--- src/rtl/bus_takeover_if.sv ---
// bus_takeover_if: request/response and board-bus signals for bus_takeover.
// slave is the arbiter side; master is the requester/board side.
`timescale 1ns/1ps
interface bus_takeover_if;
   logic        req;
   logic        we;
   logic [15:0] addr;
   logic [7:0]  wdata;
   logic        keep;
   logic        PHI2sync;
   logic        RWsync;
   logic [7:0]  Din;
   logic        ack;
   logic        err;
   logic [7:0]  rdata;
   logic        cpuRdy;
   logic        busOwn;
   logic [15:0] aOut;
   logic [7:0]  dOut;
   logic        dOe;
   logic        rwOut;
   logic        ramCsN;
   logic        busy;

   modport slave (
      input  req, we, addr, wdata, keep, PHI2sync, RWsync, Din,
      output ack, err, rdata, cpuRdy, busOwn, aOut, dOut, dOe, rwOut, ramCsN, busy
   );

   modport master (
      output req, we, addr, wdata, keep, PHI2sync, RWsync, Din,
      input  ack, err, rdata, cpuRdy, busOwn, aOut, dOut, dOe, rwOut, ramCsN, busy
   );
endinterface

--- src/rtl/bus_takeover.sv ---
// bus_takeover: halts the 6502 via RDY at a safe read cycle, takes the shared
// bus, runs one RAM cycle from the FPGA side, then keeps or returns the bus.
`timescale 1ns/1ps
module bus_takeover #(
   parameter int unsigned SETTLE_CYCLES = 3,
   parameter int unsigned ACCESS_CYCLES = 8,
   parameter int unsigned HOLD_CYCLES   = 2,
   parameter int unsigned HALT_LIMIT    = 8
) (
   input logic           CLK25MHZ,
   input logic           rst_n,
   bus_takeover_if.slave bus
);

   localparam logic [7:0] SettleLast = 8'(SETTLE_CYCLES - 1);
   localparam logic [7:0] AccessLast = 8'(ACCESS_CYCLES - 1);
   localparam logic [7:0] HoldLast   = 8'(HOLD_CYCLES - 1);
   localparam logic [7:0] HaltMax    = 8'(HALT_LIMIT);

   typedef enum logic [3:0] {
      StRun, StHaltWait, StIsolate, StSetup, StStrobe,
      StRecover, StDone, StOwned, StRelease, StTimeout
   } state_e;

   state_e      state_q, state_d;
   logic [7:0]  cnt_q, cnt_d;
   logic [7:0]  edge_cnt_q, edge_cnt_d;
   logic        phi2_q;
   logic        ack_q;     // ack of the previous cycle; blocks an immediate re-accept
   logic [15:0] addr_q;
   logic [7:0]  wdata_q;
   logic        rw_q;      // 1 = read
   logic [7:0]  rdata_q;
   logic        ack_int;
   logic        phi2_fall;
   logic        accept;
   logic        load;
   logic        capture;

   assign phi2_fall = phi2_q & ~bus.PHI2sync;
   assign accept    = bus.req & ~ack_q & ((state_q == StRun) || (state_q == StOwned));

   // Next-state logic, per-state cycle timer and halt edge counter.
   always_comb begin
      state_d    = state_q;
      cnt_d      = cnt_q + 8'd1;
      edge_cnt_d = edge_cnt_q;
      load       = 1'b0;
      capture    = 1'b0;
      unique case (state_q)
         StRun: begin
            if (accept) begin
               state_d    = StHaltWait;
               load       = 1'b1;
               edge_cnt_d = '0;
            end
         end
         StHaltWait: begin
            if (phi2_fall) begin
               edge_cnt_d = edge_cnt_q + 8'd1;
               // First edge may have missed RDY setup; write cycles ignore RDY.
               if ((edge_cnt_q != 8'd0) && bus.RWsync) begin
                  state_d = StIsolate;
               end else if (edge_cnt_d == HaltMax) begin
                  state_d = StTimeout;
               end
            end
         end
         StIsolate: if (cnt_q == SettleLast) state_d = StSetup;
         StSetup:   if (cnt_q == SettleLast) state_d = StStrobe;
         StStrobe: begin
            if (cnt_q == AccessLast) begin
               state_d = StRecover;
               capture = rw_q;
            end
         end
         StRecover: if (cnt_q == HoldLast) state_d = StDone;
         StDone:    state_d = bus.keep ? StOwned : StRelease;
         StOwned: begin
            if (accept) begin
               state_d = StSetup;
               load    = 1'b1;
            end else if (!bus.keep) begin
               state_d = StRelease;
            end
         end
         StRelease: if (cnt_q == SettleLast) state_d = StRun;
         StTimeout: state_d = StRun;
         default:   state_d = StRun;
      endcase
      if (state_d != state_q) cnt_d = '0;
   end

   // State, timers, latched request fields and captured read data.
   always_ff @(posedge CLK25MHZ or negedge rst_n) begin
      if (!rst_n) begin
         state_q    <= StRun;
         cnt_q      <= '0;
         edge_cnt_q <= '0;
         phi2_q     <= 1'b0;
         ack_q      <= 1'b0;
         addr_q     <= '0;
         wdata_q    <= '0;
         rw_q       <= 1'b1;
         rdata_q    <= '0;
      end else begin
         state_q    <= state_d;
         cnt_q      <= cnt_d;
         edge_cnt_q <= edge_cnt_d;
         phi2_q     <= bus.PHI2sync;
         ack_q      <= ack_int;
         if (load) begin
            addr_q  <= bus.addr;
            wdata_q <= bus.wdata;
            rw_q    <= ~bus.we;
         end
         if (capture) rdata_q <= bus.Din;
      end
   end

   assign ack_int     = (state_q == StDone) || (state_q == StTimeout);
   assign bus.ack     = ack_int;
   assign bus.err     = (state_q == StTimeout);
   assign bus.rdata   = rdata_q;
   assign bus.cpuRdy  = (state_q == StRun) || (state_q == StTimeout);
   assign bus.busOwn  = state_q inside {StIsolate, StSetup, StStrobe, StRecover, StDone, StOwned};
   assign bus.aOut    = addr_q;
   assign bus.dOut    = wdata_q;
   assign bus.rwOut   = rw_q;
   assign bus.dOe     = ~rw_q & (state_q inside {StSetup, StStrobe, StRecover});
   assign bus.ramCsN  = (state_q != StStrobe);
   assign bus.busy    = !(state_q inside {StRun, StOwned});

endmodule
--- src/flat_wrapper.sv ---
// flat-port wrapper written by rule: the top's interface ports become plain ports
module bus_takeover_flat 
#(
   parameter int unsigned SETTLE_CYCLES = 3,
   parameter int unsigned ACCESS_CYCLES = 8,
   parameter int unsigned HOLD_CYCLES   = 2,
   parameter int unsigned HALT_LIMIT    = 8
)
  (CLK25MHZ, rst_n, bus_req, bus_we, bus_addr, bus_wdata, bus_keep, bus_PHI2sync, bus_RWsync, bus_Din, bus_ack, bus_err, bus_rdata, bus_cpuRdy, bus_busOwn, bus_aOut, bus_dOut, bus_dOe, bus_rwOut, bus_ramCsN, bus_busy);
  bus_takeover_if bus_i ();
  input logic CLK25MHZ;
  input logic rst_n;
  input wire logic [$bits(bus_i.req)-1:0] bus_req;
  input wire logic [$bits(bus_i.we)-1:0] bus_we;
  input wire logic [$bits(bus_i.addr)-1:0] bus_addr;
  input wire logic [$bits(bus_i.wdata)-1:0] bus_wdata;
  input wire logic [$bits(bus_i.keep)-1:0] bus_keep;
  input wire logic [$bits(bus_i.PHI2sync)-1:0] bus_PHI2sync;
  input wire logic [$bits(bus_i.RWsync)-1:0] bus_RWsync;
  input wire logic [$bits(bus_i.Din)-1:0] bus_Din;
  output wire logic [$bits(bus_i.ack)-1:0] bus_ack;
  output wire logic [$bits(bus_i.err)-1:0] bus_err;
  output wire logic [$bits(bus_i.rdata)-1:0] bus_rdata;
  output wire logic [$bits(bus_i.cpuRdy)-1:0] bus_cpuRdy;
  output wire logic [$bits(bus_i.busOwn)-1:0] bus_busOwn;
  output wire logic [$bits(bus_i.aOut)-1:0] bus_aOut;
  output wire logic [$bits(bus_i.dOut)-1:0] bus_dOut;
  output wire logic [$bits(bus_i.dOe)-1:0] bus_dOe;
  output wire logic [$bits(bus_i.rwOut)-1:0] bus_rwOut;
  output wire logic [$bits(bus_i.ramCsN)-1:0] bus_ramCsN;
  output wire logic [$bits(bus_i.busy)-1:0] bus_busy;
  assign bus_i.req = bus_req;
  assign bus_i.we = bus_we;
  assign bus_i.addr = bus_addr;
  assign bus_i.wdata = bus_wdata;
  assign bus_i.keep = bus_keep;
  assign bus_i.PHI2sync = bus_PHI2sync;
  assign bus_i.RWsync = bus_RWsync;
  assign bus_i.Din = bus_Din;
  assign bus_ack = bus_i.ack;
  assign bus_err = bus_i.err;
  assign bus_rdata = bus_i.rdata;
  assign bus_cpuRdy = bus_i.cpuRdy;
  assign bus_busOwn = bus_i.busOwn;
  assign bus_aOut = bus_i.aOut;
  assign bus_dOut = bus_i.dOut;
  assign bus_dOe = bus_i.dOe;
  assign bus_rwOut = bus_i.rwOut;
  assign bus_ramCsN = bus_i.ramCsN;
  assign bus_busy = bus_i.busy;
  bus_takeover #(.SETTLE_CYCLES(SETTLE_CYCLES), .ACCESS_CYCLES(ACCESS_CYCLES), .HOLD_CYCLES(HOLD_CYCLES), .HALT_LIMIT(HALT_LIMIT)) u_core (.CLK25MHZ(CLK25MHZ), .rst_n(rst_n), .bus(bus_i));
endmodule
--- config.mk ---
export PLATFORM = sky130hd
export DESIGN_NAME = bus_takeover_flat
export DESIGN_NICKNAME = d
export VERILOG_FILES = /design/src/rtl/bus_takeover_if.sv /design/src/rtl/bus_takeover.sv /design/src/flat_wrapper.sv
export SDC_FILE = /design/constraint.sdc
export NUM_CORES = 1
export LEC_CHECK = 0
export CORE_MARGIN = 1
export CORE_UTILIZATION = 45
export DETAILED_ROUTE_END_ITERATION = 8
export PLACE_DENSITY_LB_ADDON = 0.12
export RECOVER_POWER = 50
export SYNTH_ARGS = -nofsm -noshare
export SYNTH_HDL_FRONTEND = slang
export SYNTH_SLANG_ARGS = --single-unit
--- constraint.sdc ---
create_clock -name CLK25MHZ -period 3.8 [get_ports CLK25MHZ]
set_clock_uncertainty 0.2 [all_clocks]
set_input_delay 0.76 -clock CLK25MHZ [delete_from_list [all_inputs] [get_ports CLK25MHZ]]
set_output_delay 0.76 -clock CLK25MHZ [all_outputs]
set_load 0.005 [all_outputs]
==> parameters.txt, run 1 <==
Parameter                              Value

Global routing
  Number of antenna violations at the first check in global routing ... 0
  Total routing resource utilization after global routing ... 0.201
  Total congestion overflow after global routing ... 0
  Wire length of the first global-routing pass ... 10200 um
  Pin count of the biggest net entering global routing ... 26
  Number of global-route vias before repair ... 2203

CTS
  Root buf cell ... sky130_fd_sc_hd__clkbuf_8
  Count of cells resized by post-cts repair ... 0
  Hold Buf Count CTS ... 0
  Clock-pin slew reported for the worst setup and hold paths after clock tree synthesis ... 0.09 ns
  Number of sinks handled by clock tree synthesis ... 55
  Htree depth ... 2
  Number of buffers on the longest clock path ... 2
  Clock insertion delay at the later pin of the skew report ... 0.30 ns
  Buffers inserted during post-CTS setup optimization ... 0
  Number of CTS-inserted buffers ... 5
  CTS tree ... done

Worst setup path
  Reg-to-reg startpoint ... u_core.edge_cnt_q[0]
  Critical path required time ... 2.84 ns
  Worst Path Max Fanout ... 16
  Arrival time reported for the critical path endpoint ... 2.17 ns
  Start-to-end type of the worst setup path ... register to output pin
  Worst setup slack for register-to-register paths ... 1.15 ns
  Critical Path End Type ... output pin
  R2r worst-path depth ... 6
  Worst r2r dst ... u_core.cnt_q[3]
  CP Launch Type ... register

Yosys
  Sequential-to-total area share from yosys stat ... 0.480
  Leading area contributor after synthesis ... sky130_fd_sc_hd__dfrtp_1
  Ys async rst share ... 1.00
  Top flip-flop cell by instance count after synthesis ... sky130_fd_sc_hd__dfrtp_1
  Dominant cells by area after synthesis ... sky130_fd_sc_hd__dfrtp_1 47%, sky130_fd_sc_hd__mux2_2 11%, sky130_fd_sc_hd__nor4_2 3.1%
  Synthesized area divided by synthesized cell count ... 11.8 um^2
  Syn Nets ... 287
  Synth Instances ... 243
  Number of enable-type register cells in the synthesized netlist ... 0
  FF+latch count, synth ... 55
  Post-synthesis instance area ... 2870 um^2
  Unique masters post-synth ... 56
  Count of warnings emitted by yosys ... 0
  Portion of synthesized cell area occupied by the leading cell type ... 0.471

Timing
  Crit path time final ... 3.13 ns
  Hold violation total from the final report ... 0
  Total negative slack for setup checks ... 0 ns
  Pin slew with the least headroom to its limit ... 1.28 ns
  FMAX ... 320 MHz
  Period Utilization, post-route ... 0.823
  Final number of max-transition violations ... 0
  Hold slack ... 0.291 ns
  Final WS setup ... 0.672 ns
  Setup violators final ... 0
  Setup repair after global routing missed its margin ... false
  Max_slew headroom ... 0.147

Hold path
  Hold wc startpoint ... u_core.bus.aOut[12]
  Hold crit path type ... register to register
  End point of the worst hold path ... u_core.bus.aOut[12]
  Cell count of the worst hold path ... 1

Routing
  First-pass DRT Iterations ... 4
  Via count of the routed design ... 2132
  Final ANT Viol Nets ... 0
  Residual DRC count ... 0
  Routed wirelength normalized by instance count ... 15.3 um
  Iteration-0 DRC Markers ... 75
  Avg Vias per Cell ... 5.36
  Drt total wl ... 6100 um

Status
  Status ... completed

Power
  Peak supply drop ... 0.344 mV
  Standby leakage power ... 1.54 nW
  Overall Power ... 2.36 mW
  Pwr/cell area ... 634 nW/um^2

Placement
  Sum of net half-perimeters after detailed placement ... 4420 um
  Worst slack after detailed placement ... 0.996 ns
  Number of instances in the placed design ... 390
  Count of port buffers added during placement ... 78
  Area after DPL ... 3670 um^2
  Routability Congestion ... 0.801

Layout
  Proportion of layout cells with a drive suffix above 1 ... 0.180
  Finished layout cell area ... 3720 um^2
  Signed area change from the synthesized netlist to the final layout ... 29.7%
  Diode count ... 0
  Count of nets after finishing ... 366
  Fillers ... 537
  Post-route core utilization ... 0.617
  Final Instance Count excl. Fillers ... 398

Die
  Initial core utilization ... 0.476
  Placement row count ... 28
  Vertical die dimension ... 81.8 um
  Die ar. ... 6700 um^2
  Core footprint ... 6030 um^2
  Ports placed on the boundary ... 79
  Floorplan die width ... 81.8 um

Flow run
  Max-cap violations ... 0
[where the power goes]
part           leakage, nW  switching (mW)  internal [mW]  total [mW]
combinational        0.812           0.470          0.630        1.10
sequential           0.681           0.160          0.786       0.946
clock               0.0422           0.183          0.130       0.313
total                 1.54           0.813           1.55        2.36
[critical path: stages, from the launching register on]
cell and delay, ns:
sky130_fd_sc_hd__dfrtp_1 0.66, sky130_fd_sc_hd__or4bb_1 0.52, sky130_fd_sc_hd__a21oi_1 0.18, sky130_fd_sc_hd__clkdlybuf4s50_1 0.51
[cell usage in the layout (no fill, tap or decap), types with 6 or more instances in the layout]
cell type | synthesis | final
sky130_fd_sc_hd__mux2_2 | 28 | 28
sky130_fd_sc_hd__nand2_1 | 21 | 21
sky130_fd_sc_hd__nand3_1 | 9 | 9
sky130_fd_sc_hd__nor4_2 | 7 | 7
sky130_fd_sc_hd__inv_1 | 10 | 10
sky130_fd_sc_hd__dlygate4sd3_1 | 0 | 15
sky130_fd_sc_hd__nor3_1 | 6 | 6
sky130_fd_sc_hd__dfrtp_1 | 54 | 54
sky130_fd_sc_hd__clkdlybuf4s50_1 | 0 | 62
sky130_fd_sc_hd__nor2_1 | 12 | 12
sky130_fd_sc_hd__o21ai_0 | 10 | 10
[layout make-up]
class,count,area [um^2],share of cell area
Clock buffer,7,76.3,0.0205
Clock inverter,1,5.00,0.00135
Inverter,10,37.5,0.0101
Multi-Input combinational cell,169,1340,0.360
Sequential cell,55,1380,0.370
Tap cell,75,93.8,0.0252
Timing Repair Buffer,81,790,0.212
[cells in the mapped netlist, drive strengths merged (4+ instances only)]
cell,n
nor2b,4
inv,10
mux2,33
dfrtp,54
xnor2,5
o21ai,12
ha,5
and3,5
nor3,6
buf,6
nor4,11
nor2,13
nand2,21
nand3,9
nand4,4
[kinds of logic after synthesis]
logic type,count (synthesis),share of synthesized area
flip-flops,55,0.480
XOR/XNOR,8,0.0244
buffers and inverters,19,0.0449
AO/OA/AOI/OAI,31,0.0864
adder cells (fa/ha/maj),5,0.0218
multiplexers,35,0.137
AND/OR/NAND/NOR,90,0.205
[worst max path at each step]
stage	startpoint	endpoint	slack (ns)	depth (start not counted)
final	u_core.state_q[0]	bus_dOe	0.67	3
after global routing	u_core.state_q[0]	bus_dOe	0.53	3
after CTS	u_core.state_q[0]	bus_dOe	0.66	3
after detailed placement	u_core.state_q[0]	bus_dOe	1.0	3
after global placement	u_core.state_q[0]	bus_dOe	1.03	3
after floorplan	u_core.edge_cnt_q[0]	u_core.cnt_q[1]	1.50	6
[metal layers]
layer / vias to the layer above / track usage / share of wire
met5: - / 0 / 0
met4: 0 / 0.0474 / 0.0044
met3: 2 / 0.0644 / 0.063
met2: 57 / 0.326 / 0.47
met1: 1043 / 0.260 / 0.46
li1: 1030 / - / -
[sequential cells by signal, summed over array words and instances (netlist names)]
register,cells
u_core.ack_q,1
u_core.cnt_q,8
u_core.bus.rdata,8
u_core.bus.dOut,8
u_core.bus.aOut,16
u_core.edge_cnt_q,8
u_core.bus.rwOut,1
u_core.phi2_q,1
u_core.state_q,4
(Power assumes the default switching activity.)
==> run 2: changes to the inputs <==
==> constraint.sdc (replaced) <==
create_clock -name CLK25MHZ -period 3 [get_ports CLK25MHZ]
set_clock_uncertainty 0.2 [all_clocks]
set_input_delay 0.6 -clock CLK25MHZ [delete_from_list [all_inputs] [get_ports CLK25MHZ]]
set_output_delay 0.6 -clock CLK25MHZ [all_outputs]
set_load 0.005 [all_outputs]
==> run 2 against run 1 <==
  * Sequential power rose by 24%
  * Register-to-register slack got worse by 0.61 ns
  * Power rose by 29%
  * Routed wire length barely moved
  * Non-clock buffer count rose by 4
  * First-iteration DRC count rose by 28%
  * Clock power rose by 37%
  * Global-route usage rose by 0.30 points
  * Via count rose by 1.6%
  * Count of clock-buffer cells in the layout did not move
  * Die area did not move
  * Critical path type unchanged
  * Critical endpoint unchanged
  * Largest power group unchanged
  * Highest routed layer unchanged
==> parameters.txt, run 2 (synthesized netlist as in run 1, its figures left out) <==
Parameter                              Value

Hold path
  Hold crit path type ... register to register

Die
  Floorplan die width ... 81.8 um (unchanged)
  Die ar. ... 6700 um^2 (unchanged)
  Initial core utilization ... 0.476 (unchanged)
  Core footprint ... 6030 um^2 (unchanged)
  Vertical die dimension ... 81.8 um (unchanged)
  Ports placed on the boundary ... 79 (unchanged)
  Placement row count ... 28 (unchanged)

Layout
  Commonest non-fill, non-tap cell in the layout ... sky130_fd_sc_hd__clkdlybuf4s50_1
  Max FFs per register ... 16 (unchanged)
  Commonest cells after routing, fill and taps aside ... 60 x sky130_fd_sc_hd__clkdlybuf4s50_1, 54 x sky130_fd_sc_hd__dfrtp_1, 28 x sky130_fd_sc_hd__mux2_2, 21 x sky130_fd_sc_hd__nand2_1, 17 x sky130_fd_sc_hd__dlygate4sd3_1
  Proportion of layout cells with a drive suffix above 1 ... 0.196 (+0.0162)
  Count of nets after finishing ... 370 (+1.1%)
  Diode count ... 0 (unchanged)
  Multi-input gate area in the final layout ... 1360 um^2 (+1.4%)
  Signed area change from the synthesized netlist to the final layout ... 31.9%
  Fillers ... 513 (-4.5%)
  Register area ... 1380 um^2 (unchanged)

Global routing
  Pin count of the biggest net entering global routing ... 27 (+3.8%)
  Number of antenna violations at the first check in global routing ... 0 (unchanged)
  Wire length of the first global-routing pass ... 10300 um (+0.95%)
  Total routing resource utilization after global routing ... 0.204 (+0.00300)
  Number of global-route vias before repair ... 2182 (-0.95%)
  Total congestion overflow after global routing ... 0 (unchanged)

Timing
  Crit path time final ... 2.90 ns
  Period Utilization, post-route ... 0.965
  Final number of max-transition violations ... 0 (unchanged)
  FMAX ... 345 MHz
  Hold slack ... 0.286 ns (-0.00485 ns)
  Max_slew headroom ... 0.0578 (-0.0889)
  Pin slew with the least headroom to its limit ... 1.41 ns (+0.133 ns)
  Setup violators final ... 0 (unchanged)
  Hold violation total from the final report ... 0 (unchanged)
  Total negative slack for setup checks ... 0 ns (unchanged)
  Setup repair after global routing missed its margin ... false

Worst setup path
  Master of the slowest instance on the critical path ... sky130_fd_sc_hd__or4bb_1
  Launch point of the critical path ... u_core.state_q[2]
  Worst r2r dst ... u_core.cnt_q[5]
  Worst setup slack for register-to-register paths ... 0.54 ns (-0.61 ns)
  Setup crit end ... bus_dOe
  Critical Path End Type ... output pin
  Worst Path Max Fanout ... 10 (-6)
  Stages on worst setup path ... 3 (unchanged)
  Start-to-end type of the worst setup path ... register to output pin
  Largest stage delay on the critical path ... 0.62 ns (-0.04 ns)
  Reg-to-reg startpoint ... u_core.edge_cnt_q[0]
  Arrival time reported for the critical path endpoint ... 2.10 ns (-0.07 ns)
  Family with the most delay on the worst path ... simple AND/OR/NAND/NOR gates
  CP Launch Type ... register
  Ordered list of cells on the worst path ... or4bb_1, a21oi_1, clkdlybuf4s50_1
  CP bufs+invs ... 1 (unchanged)
  R2r worst-path depth ... 6 (unchanged)
  Critical path required time ... 2.20 ns (-0.64 ns)

Routing
  Residual DRC count ... 0 (unchanged)
  First-pass DRT Iterations ... 4 (unchanged)
  Avg Vias per Cell ... 5.39 (+0.63%)
  Top routing layer used ... met4
  Drt total wl ... 6090 um (about the same)
  Via count of the routed design ... 2167 (+1.6%)
  Routed wirelength normalized by instance count ... 15.2 um (-1.0%)
  Total routed wire length on the met1 layer ... 2730 um (-2.6%)
  Final ANT Viol Nets ... 0 (unchanged)
  Routed length on met2 ... 2920 um (+1.3%)
  Length of routed met3 wiring ... 387 um (+0.26%)
  Iteration-0 DRC Markers ... 96 (+28%)

CTS
  Number of CTS-inserted buffers ... 5 (unchanged)
  CTS tree ... done
  Hold Buf Count CTS ... 0 (unchanged)
  Root buf cell ... sky130_fd_sc_hd__clkbuf_8
  Number of buffers on the longest clock path ... 2 (unchanged)
  Htree depth ... 2 (unchanged)
  Count of cells resized by post-cts repair ... 0 (unchanged)
  Buffers inserted during post-CTS setup optimization ... 0 (unchanged)
  Clock-pin slew reported for the worst setup and hold paths after clock tree synthesis ... 0.10 ns (about the same)
  Clock insertion delay at the later pin of the skew report ... 0.30 ns (about the same)
  Number of sinks handled by clock tree synthesis ... 55 (unchanged)

Power
  Peak supply drop ... 0.477 mV (+39%)
  Switching share of power ... 0.342 (-0.00226)
  Logic pwr share ... 0.477 (+0.011)
  Pwr/cell area ... 805 nW/um^2 (+27%)
  Standby leakage power ... 1.56 nW (+1.8%)
  Register share of total power ... 0.383 (-0.018)
  Net switching component of the power ... 1.04 mW (+28%)
  Internal power component ... 2.00 mW (+30%)
  Clock network fraction of design power ... 0.141 (+0.008)

Placement
  Routability Congestion ... 0.831 (+3.7%)
  Count of port buffers added during placement ... 78 (unchanged)
  Sum of net half-perimeters after detailed placement ... 4600 um (+4.0%)

Flow run
  Max-cap violations ... 0 (unchanged)

Status
  Status ... completed
## run 2: cell count changes in the layout (fill, tap and decap cells not counted), sizes merged
cell,change
buf,+4
dlygate4sd3,+2
clkdlybuf4s50,-2
## run 2: metrics by stage
step                instances  setup WS (ns)  instance area (um^2)   util  power, mW
CTS                       402          0.108                  3790  0.630       3.13
global route              402         0.0143                  3780  0.627       3.27
detailed placement        394          0.360                  3700  0.614       2.69
finish                    402          0.104                  3780  0.627       3.05
floorplan                 243          0.701                  2870      -       2.05
global placement          394          0.393                  3700  0.614       2.66
## run 2: how the worst min path moves through the flow
| stage | from | endpoint | slack [ns] | cells after the start |
|---|---|---|---|---|
| after floorplan | rst_n | u_core.ack_q | 0.10 | 0 |
| after global placement | u_core.bus.aOut[12] | u_core.bus.aOut[12] | 0.27 | 1 |
| after detailed placement | u_core.bus.aOut[12] | u_core.bus.aOut[12] | 0.28 | 1 |
| after CTS | rst_n | u_core.edge_cnt_q[7] | 0.11 | 1 |
| after global routing | u_core.bus.rdata[5] | u_core.bus.rdata[5] | 0.32 | 1 |
| final | u_core.bus.aOut[12] | u_core.bus.aOut[12] | 0.29 | 1 |
## run 2: area by class of cell
| cell class | instances | share of cell area |
|---|---|---|
| sequential | 55 | 0.364 |
| timing repair buffer | 85 | 0.217 |
| clock inverter | 1 | 0.00232 |
| tap | 75 | 0.0248 |
| inverter | 10 | 0.00993 |
| clock buffer | 7 | 0.0228 |
| multi-input combinational | 169 | 0.359 |
## run 2: power by group through the flow
stage / registers, mW / clock network (mW) / logic (mW)
after global placement: 1.17 / 0 / 1.49
after CTS: 1.17 / 0.444 / 1.51
after global routing: 1.20 / 0.467 / 1.60
final: 1.17 / 0.428 / 1.45
after floorplan: 1.17 / 0 / 0.874
after detailed placement: 1.19 / 0 / 1.50
## run 2: metal layers
| metal | global-route usage | up-vias |
|---|---|---|
| met1 | 0.263 | 1066 |
| met4 | 0.0596 | 0 |
| li1 | - | 1030 |
| met3 | 0.0556 | 5 |
| met5 | 0 | - |
| met2 | 0.334 | 66 |
==> run 3: changes to the inputs <==
--- a/config.mk
+++ b/config.mk
@@ -7,9 +7,10 @@
 export LEC_CHECK = 0
 export CORE_MARGIN = 1
 export CORE_UTILIZATION = 45
+export CTS_CLUSTER_SIZE = 25
 export DETAILED_ROUTE_END_ITERATION = 8
 export PLACE_DENSITY_LB_ADDON = 0.12
-export RECOVER_POWER = 50
+export RECOVER_POWER = 25
 export SYNTH_ARGS = -nofsm -noshare
 export SYNTH_HDL_FRONTEND = slang
 export SYNTH_SLANG_ARGS = --single-unit
==> run 3 against run 2 <==
  * First-iteration DRC count increased by 8.3%
  * Sequential share of layout area decreased by 0.072 points
  * Core utilization increased by 0.12 points
  * Largest cell class unchanged
  * Largest power group unchanged
==> parameters.txt, run 3 (synthesized netlist as in run 1, its figures left out) <==
Parameter                              Value

Layout
  Final Instance Count excl. Fillers ... 402 (unchanged)
  Register area ... 1380 um^2 (unchanged)
  Fillers ... 509 (-0.78%)
  Max FFs per register ... 16 (unchanged)
  Proportion of layout cells with a drive suffix above 1 ... 0.202 (+0.00612)
  Multi-input gate area in the final layout ... 1360 um^2 (+0.28%)
  Commonest non-fill, non-tap cell in the layout ... sky130_fd_sc_hd__clkdlybuf4s50_1
  Post-route core utilization ... 0.629 (+0.00125)
  Commonest cells after routing, fill and taps aside ... 76 x sky130_fd_sc_hd__clkdlybuf4s50_1, 54 x sky130_fd_sc_hd__dfrtp_1, 28 x sky130_fd_sc_hd__mux2_2, 21 x sky130_fd_sc_hd__nand2_1, 12 x sky130_fd_sc_hd__nor2_1
  Signed area change from the synthesized netlist to the final layout ... 32.1%
  Diode count ... 0 (unchanged)
  Count of nets after finishing ... 370 (unchanged)

Routing
  Iteration-0 DRC Markers ... 104 (+8.3%)
  Drt total wl ... 6120 um (+0.49%)
  Routed wirelength normalized by instance count ... 15.2 um (+0.49%)
  Residual DRC count ... 0 (unchanged)
  Via count of the routed design ... 2155 (-0.55%)
  Avg Vias per Cell ... 5.36 (-0.55%)
  Final ANT Viol Nets ... 0 (unchanged)
  First-pass DRT Iterations ... 4 (unchanged)

Timing
  Hold violation total from the final report ... 0 (unchanged)
  Pin slew with the least headroom to its limit ... 1.44 ns (+0.0222 ns)
  FMAX ... 346 MHz (+0.13%)
  Setup violators final ... 0 (unchanged)
  Period Utilization, post-route ... 0.964 (-0.00130)
  Final number of max-transition violations ... 0 (unchanged)
  Total negative slack for setup checks ... 0 ns (unchanged)
  Crit path time final ... 2.89 ns (-0.00390 ns)
  Setup repair after global routing missed its margin ... false
  Max_slew headroom ... 0.0430 (-0.0148)

Hold path
  Hold crit path type ... register to register

Worst setup path
  Critical Path End Type ... output pin
  Arrival time reported for the critical path endpoint ... 2.09 ns (about the same)
  Start-to-end type of the worst setup path ... register to output pin
  Worst Path Max Fanout ... 10 (unchanged)
  CP Launch Type ... register
  Critical path required time ... 2.20 ns (about the same)

CTS
  Root buf cell ... sky130_fd_sc_hd__clkbuf_8
  Clock-pin slew reported for the worst setup and hold paths after clock tree synthesis ... 0.09 ns (about the same)
  CTS tree ... done
  Buffers inserted during post-CTS setup optimization ... 0 (unchanged)
  Number of CTS-inserted buffers ... 5 (unchanged)
  Hold Buf Count CTS ... 0 (unchanged)
  Count of cells resized by post-cts repair ... 0 (unchanged)
  Number of sinks handled by clock tree synthesis ... 55 (unchanged)
  Number of buffers on the longest clock path ... 2 (unchanged)
  Clock insertion delay at the later pin of the skew report ... 0.30 ns (about the same)
  Htree depth ... 2 (unchanged)

Placement
  Count of port buffers added during placement ... 78 (unchanged)
  Number of instances in the placed design ... 394 (unchanged)
  Sum of net half-perimeters after detailed placement ... 4600 um (unchanged)
  Routability Congestion ... 0.831 (unchanged)

Die
  Core footprint ... 6030 um^2 (unchanged)
  Die ar. ... 6700 um^2 (unchanged)
  Placement row count ... 28 (unchanged)
  Ports placed on the boundary ... 79 (unchanged)
  Floorplan die width ... 81.8 um (unchanged)
  Initial core utilization ... 0.476 (unchanged)
  Vertical die dimension ... 81.8 um (unchanged)

Power
  Peak supply drop ... 0.478 mV (+0.13%)
  Pwr/cell area ... 815 nW/um^2 (+1.2%)
  Standby leakage power ... 1.56 nW (about the same)

Global routing
  Pin count of the biggest net entering global routing ... 27 (unchanged)
  Number of antenna violations at the first check in global routing ... 0 (unchanged)
  Total routing resource utilization after global routing ... 0.204 (unchanged)
  Wire length of the first global-routing pass ... 10300 um (unchanged)
  Total congestion overflow after global routing ... 0 (unchanged)
  Number of global-route vias before repair ... 2182 (unchanged)

Flow run
  Max-cap violations ... 0 (unchanged)

Status
  Status ... completed
run 3: cell types whose count changed in the layout (fill, tap and decap cells not counted), sizes merged:
cell / delta
dlygate4sd3: -16
clkbuf: -1
clkdlybuf4s50: +16
buf: +1
run 3: final cells by class:
cell class / instances / share of cell area
Tap cell: 75 / 0.0248
Clock inverter: 1 / 0.00231
Clock buffer: 7 / 0.0228
Inverter: 10 / 0.00991
Sequential cell: 55 / 0.364
Multi-Input combinational cell: 169 / 0.359
Timing Repair Buffer: 85 / 0.217
run 3: routing by layer:
| layer | part of all wire | vias to the layer above | GRT usage |
|---|---|---|---|
| met5 | 0 | - | 0 |
| met4 | 0.0095 | 0 | 0.0596 |
| met3 | 0.061 | 5 | 0.0556 |
| met2 | 0.48 | 57 | 0.334 |
| met1 | 0.45 | 1064 | 0.263 |
| li1 | - | 1029 | - |
run 3: path summary, 6_finish.rpt:
| check | endpoint | slack [ns] | from | cells past startpoint |
|---|---|---|---|---|
| max | bus_dOe | 0.11 | u_core.state_q[2] | 3 |
| min | u_core.bus.aOut[12] | 0.29 | u_core.bus.aOut[12] | 1 |
| max reg2reg | u_core.cnt_q[5] | 0.54 | u_core.edge_cnt_q[0] | 6 |
| min reg2reg | u_core.bus.aOut[12] | 0.29 | u_core.bus.aOut[12] | 1 |
| max in group asynchronous | u_core.bus.dOut[7] | 0.93 | rst_n | 2 |
| min in group asynchronous | u_core.edge_cnt_q[6] | 0.41 | rst_n | 1 |
run 3: critical path: stages (launching register included):
cell	delay [ns]
sky130_fd_sc_hd__dfrtp_1	0.48
sky130_fd_sc_hd__or4bb_1	0.62
sky130_fd_sc_hd__a21oi_1	0.18
sky130_fd_sc_hd__clkdlybuf4s50_1	0.51
run 3: report_power, final:
group,internal [mW],total (mW),switching (mW),leakage (nW)
clock network,0.190,0.428,0.238,0.0484
logic,0.857,1.49,0.635,0.833
registers,0.996,1.17,0.174,0.681
run 3: per-stage QoR:
| step | setup slack, ns | power (mW) | area [um^2] | hold WS (ns) |
|---|---|---|---|---|
| global route | 0.0143 | 3.31 | 3790 | 0.321 |
| CTS | 0.108 | 3.13 | 3790 | 0.107 |
| global placement | 0.393 | 2.66 | 3700 | 0.267 |
| finish | 0.108 | 3.09 | 3790 | 0.291 |
| floorplan | 0.701 | 2.05 | 2870 | 0.104 |
| detailed placement | 0.360 | 2.69 | 3700 | 0.275 |
